<file path="config.mk">
export PLATFORM = sky130hd
export DESIGN_NAME = xfer_cycle_sched
export DESIGN_NICKNAME = d
export VERILOG_FILES = /design/src/rtl/xfer_cycle_sched.sv
export SDC_FILE = /design/constraint.sdc
export NUM_CORES = 1
export LEC_CHECK = 0
export BUFFER_PORTS_ARGS = -buffer_cell sky130_fd_sc_hd__buf_2
export CORE_MARGIN = 2
export CORE_UTILIZATION = 35
export DETAILED_ROUTE_END_ITERATION = 12
export PLACE_DENSITY = 0.54
export SYNTH_ARGS = -nofsm -noshare
export SYNTH_HDL_FRONTEND = slang
export SYNTH_SLANG_ARGS = --single-unit
export TNS_END_PERCENT = 20
</file>
<file path="constraint.sdc">
create_clock -name sys_clk_50m -period 3.45 [get_ports sys_clk_50m]
set_clock_uncertainty 0.05 [all_clocks]
set_input_delay 0.345 -clock sys_clk_50m [delete_from_list [all_inputs] [get_ports sys_clk_50m]]
set_output_delay 0.345 -clock sys_clk_50m [all_outputs]
set_load 0.1 [all_outputs]
</file>
<file path="src/rtl/xfer_cycle_sched.sv">
`default_nettype none
// ============================================================================
//  Module   : xfer_cycle_sched
//  Purpose  : Per-control-cycle transfer scheduler. On an accepted
//             cycle_tick it walks the enabled phases (in -> xnet -> out),
//             issuing a one-clock enable per phase, waiting for the mover's
//             move_done, inserting PHASE_GAP idle clocks between phases and
//             finishing with a one-clock cycle_done pulse.
//  Revision : 1.0 - initial release
// ----------------------------------------------------------------------------
//  Parameters
//    TIMEOUT_CYC : max clocks to wait for move_done in one phase (watchdog)
//    PHASE_GAP   : idle clocks between one phase's done and the next REQ
//  Ports
//    sys_clk_50m  in   1  clock
//    sys_rst      in   1  asynchronous active-high reset
//    init_ok      in   1  configuration valid; low aborts/blocks cycles
//    cycle_tick   in   1  control-cycle start pulse
//    phase_mask   in   3  phase enables {out, xnet, in}, latched at accept
//    move_done    in   1  mover finished current phase (honoured in WAIT only)
//    err_clr      in   1  clears sched_err and ovr_cnt
//    xfer_in_en   out  1  input-transfer start pulse
//    xnet_en      out  1  network-transfer start pulse
//    xfer_out_en  out  1  output-transfer start pulse
//    sched_busy   out  1  cycle in progress
//    sched_phase  out  2  0 none, 1 in, 2 xnet, 3 out
//    sched_err    out  1  sticky watchdog timeout flag
//    ovr_cnt      out  8  saturating count of dropped cycle_tick pulses
//    cycle_done   out  1  cycle completion pulse
//  Build option
//    XFER_SCHED_WDT_EN : enables the WAIT-state watchdog and sched_err.
//                        Undefined: WAIT waits forever, sched_err = 0.
// ============================================================================
module xfer_cycle_sched #(
  parameter logic [15:0] TIMEOUT_CYC = 16'd50000,
  parameter logic [3:0]  PHASE_GAP   = 4'd2
) (
  input  logic       sys_clk_50m,
  input  logic       sys_rst,
  input  logic       init_ok,
  input  logic       cycle_tick,
  input  logic [2:0] phase_mask,
  input  logic       move_done,
  input  logic       err_clr,
  output logic       xfer_in_en,
  output logic       xnet_en,
  output logic       xfer_out_en,
  output logic       sched_busy,
  output logic [1:0] sched_phase,
  output logic       sched_err,
  output logic [7:0] ovr_cnt,
  output logic       cycle_done
);

  typedef enum logic [2:0] {
    S_IDLE = 3'd0,
    S_REQ  = 3'd1,
    S_WAIT = 3'd2,
    S_GAP  = 3'd3,
    S_FIN  = 3'd4
  } state_t;

  state_t     state_q, state_d;
  logic [2:0] mask_q,  mask_d;
  logic [1:0] phase_q, phase_d;
  logic [3:0] gap_q,   gap_d;
  logic [2:0] en_q,    en_d;
  logic       busy_q,  busy_d;
  logic       done_q,  done_d;
  logic [7:0] ovr_q,   ovr_d;
  logic [2:0] w_rest;
  logic [1:0] w_next;
  logic       w_timeout;

  // Lowest-numbered enabled phase (1..3), 0 when none is enabled.
  function automatic logic [1:0] first_phase(input logic [2:0] m);
    if (m[0])      first_phase = 2'd1;
    else if (m[1]) first_phase = 2'd2;
    else if (m[2]) first_phase = 2'd3;
    else           first_phase = 2'd0;
  endfunction

  // Enabled phases strictly after the current one.
  always_comb begin
    w_rest = 3'b000;
    case (phase_q)
      2'd1:    w_rest = mask_q & 3'b110;
      2'd2:    w_rest = mask_q & 3'b100;
      default: w_rest = 3'b000;
    endcase
  end

  assign w_next = first_phase(w_rest);

`ifdef XFER_SCHED_WDT_EN
  logic [15:0] wdt_q;
  logic        err_q;

  // Held at zero outside WAIT, so it restarts from 0 on every WAIT entry.
  always_ff @(posedge sys_clk_50m or posedge sys_rst) begin
    if (sys_rst)                wdt_q <= 16'd0;
    else if (state_q == S_WAIT) wdt_q <= wdt_q + 16'd1;
    else                        wdt_q <= 16'd0;
  end

  // A move_done in the timeout clock completes the phase normally.
  assign w_timeout = (state_q == S_WAIT) && (wdt_q == TIMEOUT_CYC) &&
                     !move_done && init_ok;

  always_ff @(posedge sys_clk_50m or posedge sys_rst) begin
    if (sys_rst)        err_q <= 1'b0;
    else if (err_clr)   err_q <= 1'b0;
    else if (w_timeout) err_q <= 1'b1;
  end

  assign sched_err = err_q;
`else
  logic w_unused_cfg;
  assign w_unused_cfg = ^TIMEOUT_CYC;
  assign w_timeout    = 1'b0;
  assign sched_err    = 1'b0;
`endif

  always_comb begin
    state_d = state_q;
    mask_d  = mask_q;
    phase_d = phase_q;
    gap_d   = gap_q;
    busy_d  = busy_q;
    en_d    = 3'b000;
    done_d  = 1'b0;

    if ((state_q != S_IDLE) && !init_ok) begin
      // Configuration lost mid-cycle: drop everything silently.
      state_d = S_IDLE;
      busy_d  = 1'b0;
      phase_d = 2'd0;
    end else begin
      case (state_q)
        S_IDLE: begin
          if (cycle_tick && init_ok) begin
            mask_d  = phase_mask;
            busy_d  = 1'b1;
            phase_d = first_phase(phase_mask);
            state_d = (phase_mask == 3'b000) ? S_FIN : S_REQ;
          end
        end
        S_REQ: begin
          case (phase_q)
            2'd1:    en_d = 3'b001;
            2'd2:    en_d = 3'b010;
            2'd3:    en_d = 3'b100;
            default: en_d = 3'b000;
          endcase
          state_d = S_WAIT;
        end
        S_WAIT: begin
          if (move_done) begin
            if (w_next != 2'd0) begin
              phase_d = w_next;
              gap_d   = 4'd0;
              state_d = (PHASE_GAP == 4'd0) ? S_REQ : S_GAP;
            end else begin
              state_d = S_FIN;
            end
          end else if (w_timeout) begin
            state_d = S_FIN;
          end
        end
        S_GAP: begin
          if (gap_q == PHASE_GAP - 4'd1) state_d = S_REQ;
          else                           gap_d   = gap_q + 4'd1;
        end
        S_FIN: begin
          done_d  = 1'b1;
          busy_d  = 1'b0;
          phase_d = 2'd0;
          state_d = S_IDLE;
        end
        default: state_d = S_IDLE;
      endcase
    end

    // Dropped ticks: busy or unconfigured. Clear has priority.
    ovr_d = ovr_q;
    if (err_clr)
      ovr_d = 8'd0;
    else if (cycle_tick && (busy_q || !init_ok) && (ovr_q != 8'hFF))
      ovr_d = ovr_q + 8'd1;
  end

  always_ff @(posedge sys_clk_50m or posedge sys_rst) begin
    if (sys_rst) begin
      state_q <= S_IDLE;
      mask_q  <= 3'b000;
      phase_q <= 2'd0;
      gap_q   <= 4'd0;
      en_q    <= 3'b000;
      busy_q  <= 1'b0;
      done_q  <= 1'b0;
      ovr_q   <= 8'd0;
    end else begin
      state_q <= state_d;
      mask_q  <= mask_d;
      phase_q <= phase_d;
      gap_q   <= gap_d;
      en_q    <= en_d;
      busy_q  <= busy_d;
      done_q  <= done_d;
      ovr_q   <= ovr_d;
    end
  end

  assign xfer_in_en  = en_q[0];
  assign xnet_en     = en_q[1];
  assign xfer_out_en = en_q[2];
  assign sched_busy  = busy_q;
  assign sched_phase = phase_q;
  assign ovr_cnt     = ovr_q;
  assign cycle_done  = done_q;

endmodule
`default_nettype wire

</file>
==> run_results.csv <==
group,metric,value,unit
detailed_routing,wl_per_cell,14.48,um
yosys,synth_seq_cells,24,
sta,rsz0062_at_grt,"no",
die,die_w,68.29,um
clock_network,cts_tree,"built",
detailed_routing,drt_iter0_drc,51,
clock_network,clk_path_buf_depth,2,
clock_network,cts_buffers,3,
sta,maxSlewViolCount,0,
power_and_ir_drop,leakagePower,0.7692,nW
setup_path,cp_slowest_cell,"or4b_4",
sta,slew_headroom,0.3816,
final_layout,drive_gt1_frac,0.1954,
yosys,synth.most_common_cell,"dfrtp_1",
yosys,synthCells,154,
sta,fin_setup_tns,0,ns
yosys,ys_seq_area_frac,0.4152,
yosys,synth_area,1446,um2
setup_path,worstPathRequired,3.60,ns
global_route,grt_max_degree,25,
clock_network,root_buffer,"clkbuf_8",
global_route,grt_pass1_wl,5326,um
power_and_ir_drop,combPwrFrac,0.439,
detailed_routing,wirelength,3243,um
global_route,grt_usage,0.1534,
setup_path,path_cells,"inv_1 > ha_1 > or4b_4 > a211oi_4 > o21ai_0 > mux2i_1",
die,floorplan.initialDensity,0.3616,
clock_network,hold_buffers,0,
die,io_pins,25,
yosys,yosysWarnings,0,
global_route,grt_pass1_vias,1161,
power_and_ir_drop,switchingPower,0.0005444,W
sta,fin_crit_sh,0.5687,
final_layout,final-seq-area,600.6,um2
sta,finalHoldViolCount,0,
clock_network,clk_latency,0.27,ns
detailed_routing,vias,1222,
die,rows,23,
setup_path,worstSetupEndpointType,"flop",
clock_network,post-cts-setup-buffer-count,0,
global_route,grt_overflow,0,
final_layout,syn_to_final_growth,14.53,%
placed_design,place_congestion,0.7623,
yosys,synth_nets,169,
placed_design,hpwl,2379,um
clock_network,postCtsResizedCells,0,
clock_network,clkSinkCount,24,
detailed_routing,firstDrtPassIters,4,
yosys,synth_top_area_frac,0.4152,
power_and_ir_drop,p_clk_frac,0.210,
final_layout,fin_area,1657,um2
yosys,synth_edf_count,0,
final_layout,multi_input_area,762.0,um2
yosys,synthArstFlopShare,1.000,
flow_run,maxCapViolations,0,
sta,worst_pin_slew,0.9266,ns
power_and_ir_drop,p_seq_frac,0.350,
sta,fin_crit,1.962,ns
power_and_ir_drop,swShare,0.4608,
placed_design,port_buffers,23,
setup_path,critical_path.top_delay_family,"simple AND/OR/NAND/NOR gates",
die,dieArea,4663,um2
final_layout,antenna_cells,0,
power_and_ir_drop,p_per_area,713.2,nW/um2
clock_network,path_clk_slew,0.09,ns
setup_path,path_max_fanout,4,
die,fp.dieH,68.29,um
power_and_ir_drop,ir_drop,0.2803,mV
setup_path,path_class,"reg2reg",
setup_path,startpoint_type,"flop",
detailed_routing,remaining_drc_errors,0,
placed_design,placed_area,1585,um2
global_route,grt_antenna_before_repair,0,
yosys,avgSynthCellArea,9.392,um2
die,core-area,4000,um2
clock_network,cts_max_level,1,
sta,fmax,0.5097,GHz
detailed_routing,vias_per_cell,5.455,
sta,setup_viol,0,
yosys,synth.top_cells.by_count,"24 x dfrtp_1, 12 x inv_1, 11 x nor2_1",
outcome,status,"finished, final reports clean",
yosys,synth_flop_cell,"dfrtp_1",
yosys,synth_top_cell_by_area,"dfrtp_1",
setup_path,worst-path-buf-inv,1,
sta,holdWs,0.2156,ns
detailed_routing,drtAntennaViolNets,0,
setup_path,slowest_delay,0.52,ns
final_layout,final_core_util,0.4141,
final_layout,n_fill_cell,400,
yosys,ys_types,48,
power_and_ir_drop,intPower,0.0006370,W
min_path,hp-class,"in2async",
yosys,synth.area.top_cells,"dfrtp_1 42%, ha_1 5.2%, a21oi_1 3.5%, inv_1 3.1%, nor2_1 2.9%",
final_layout,fin_nets,190,
setup_path,critical_path_arrival,2.11,ns
per-layer routing:
layer / track usage / vias up / share of wire / wire (um)
li1: - / 595 / - / -
met1: 0.2049 / 603 / 0.47 / 1536
met2: 0.2573 / 20 / 0.49 / 1587
met3: 0.02138 / 4 / 0.027 / 89
met4: 0.04500 / 0 / 0.0089 / 29
met5: 0 / - / 0 / 0
cell families after synthesis:
family / count (synthesis) / share of synthesized area
fa+ha+maj: 6 / 0.05190
buf+inv: 19 / 0.05795
simple gates: 56 / 0.2154
xor+xnor: 2 / 0.01211
other cells: 1 / 0.002593
mux: 5 / 0.03633
flops: 24 / 0.4152
compound gates: 41 / 0.2085
path summary, 6_finish.rpt:
kind / slack [ns] / cells after the start / from / end
hold reg to reg: 0.45 / 1 / gap_q[3] / gap_q[3]
setup / recovery: 1.49 / 6 / sched_phase[0] / sched_phase[1]
max in group asynchronous: 2.57 / 2 / sys_rst / gap_q[2]
hold / removal: 0.22 / 2 / sys_rst / cycle_done
min in group sys_clk_50m: 0.29 / 2 / err_clr / ovr_cnt[7]
setup reg to reg: 1.49 / 6 / sched_phase[0] / sched_phase[1]
cell usage in the layout, fill, tap and decap left out, types with 3 or more instances in the layout:
cell / n
buf_2: 23
clkbuf_8: 3
inv_1: 12
nor2b_1: 4
and3_1: 3
nor3_1: 5
o21ai_0: 7
or3_1: 6
o31ai_1: 5
mux2i_1: 3
ha_1: 6
nand3_1: 4
dfrtp_1: 24
a21oi_1: 10
nand2b_1: 3
nor2_1: 11
and2_1: 3
nand2_1: 8
layout make-up:
cell class / count / share of cell area
clock buffer: 3 / 0.02492
clock inverter: 1 / 0.01813
sequential: 24 / 0.3625
timing repair buffer: 23 / 0.06949
multi-input combinational: 111 / 0.4600
tap: 50 / 0.03776
inverter: 12 / 0.02719
flip-flops by register name (all words and copies together), names as in the netlist:
signal       cells
mask_q           2
state_q          3
ovr_cnt          8
cycle_done       1
sched_busy       1
en_q             3
sched_phase      2
gap_q            4
power groups by stage:
stage	clock network [W]	registers [W]	logic, W
2_1_floorplan	0	0.000573	0.000263
3_3_place_gp	0	0.000413	0.000504
3_5_place_dp	0	0.000418	0.000514
4_1_cts	0.000252	0.000412	0.000518
5_1_grt	0.000262	0.000426	0.000559
6_report	0.000249	0.000414	0.000519
stage by stage:
stage,total power [W],worst slack (ns),cells
after floorplan,0.0008352,0.9577,154
after global placement,0.0009174,1.584,220
after detailed placement,0.0009315,1.513,220
after CTS,0.001182,1.490,224
after global routing,0.001246,1.378,224
final,0.001181,1.488,224
Power figures use the tool's default switching activity.
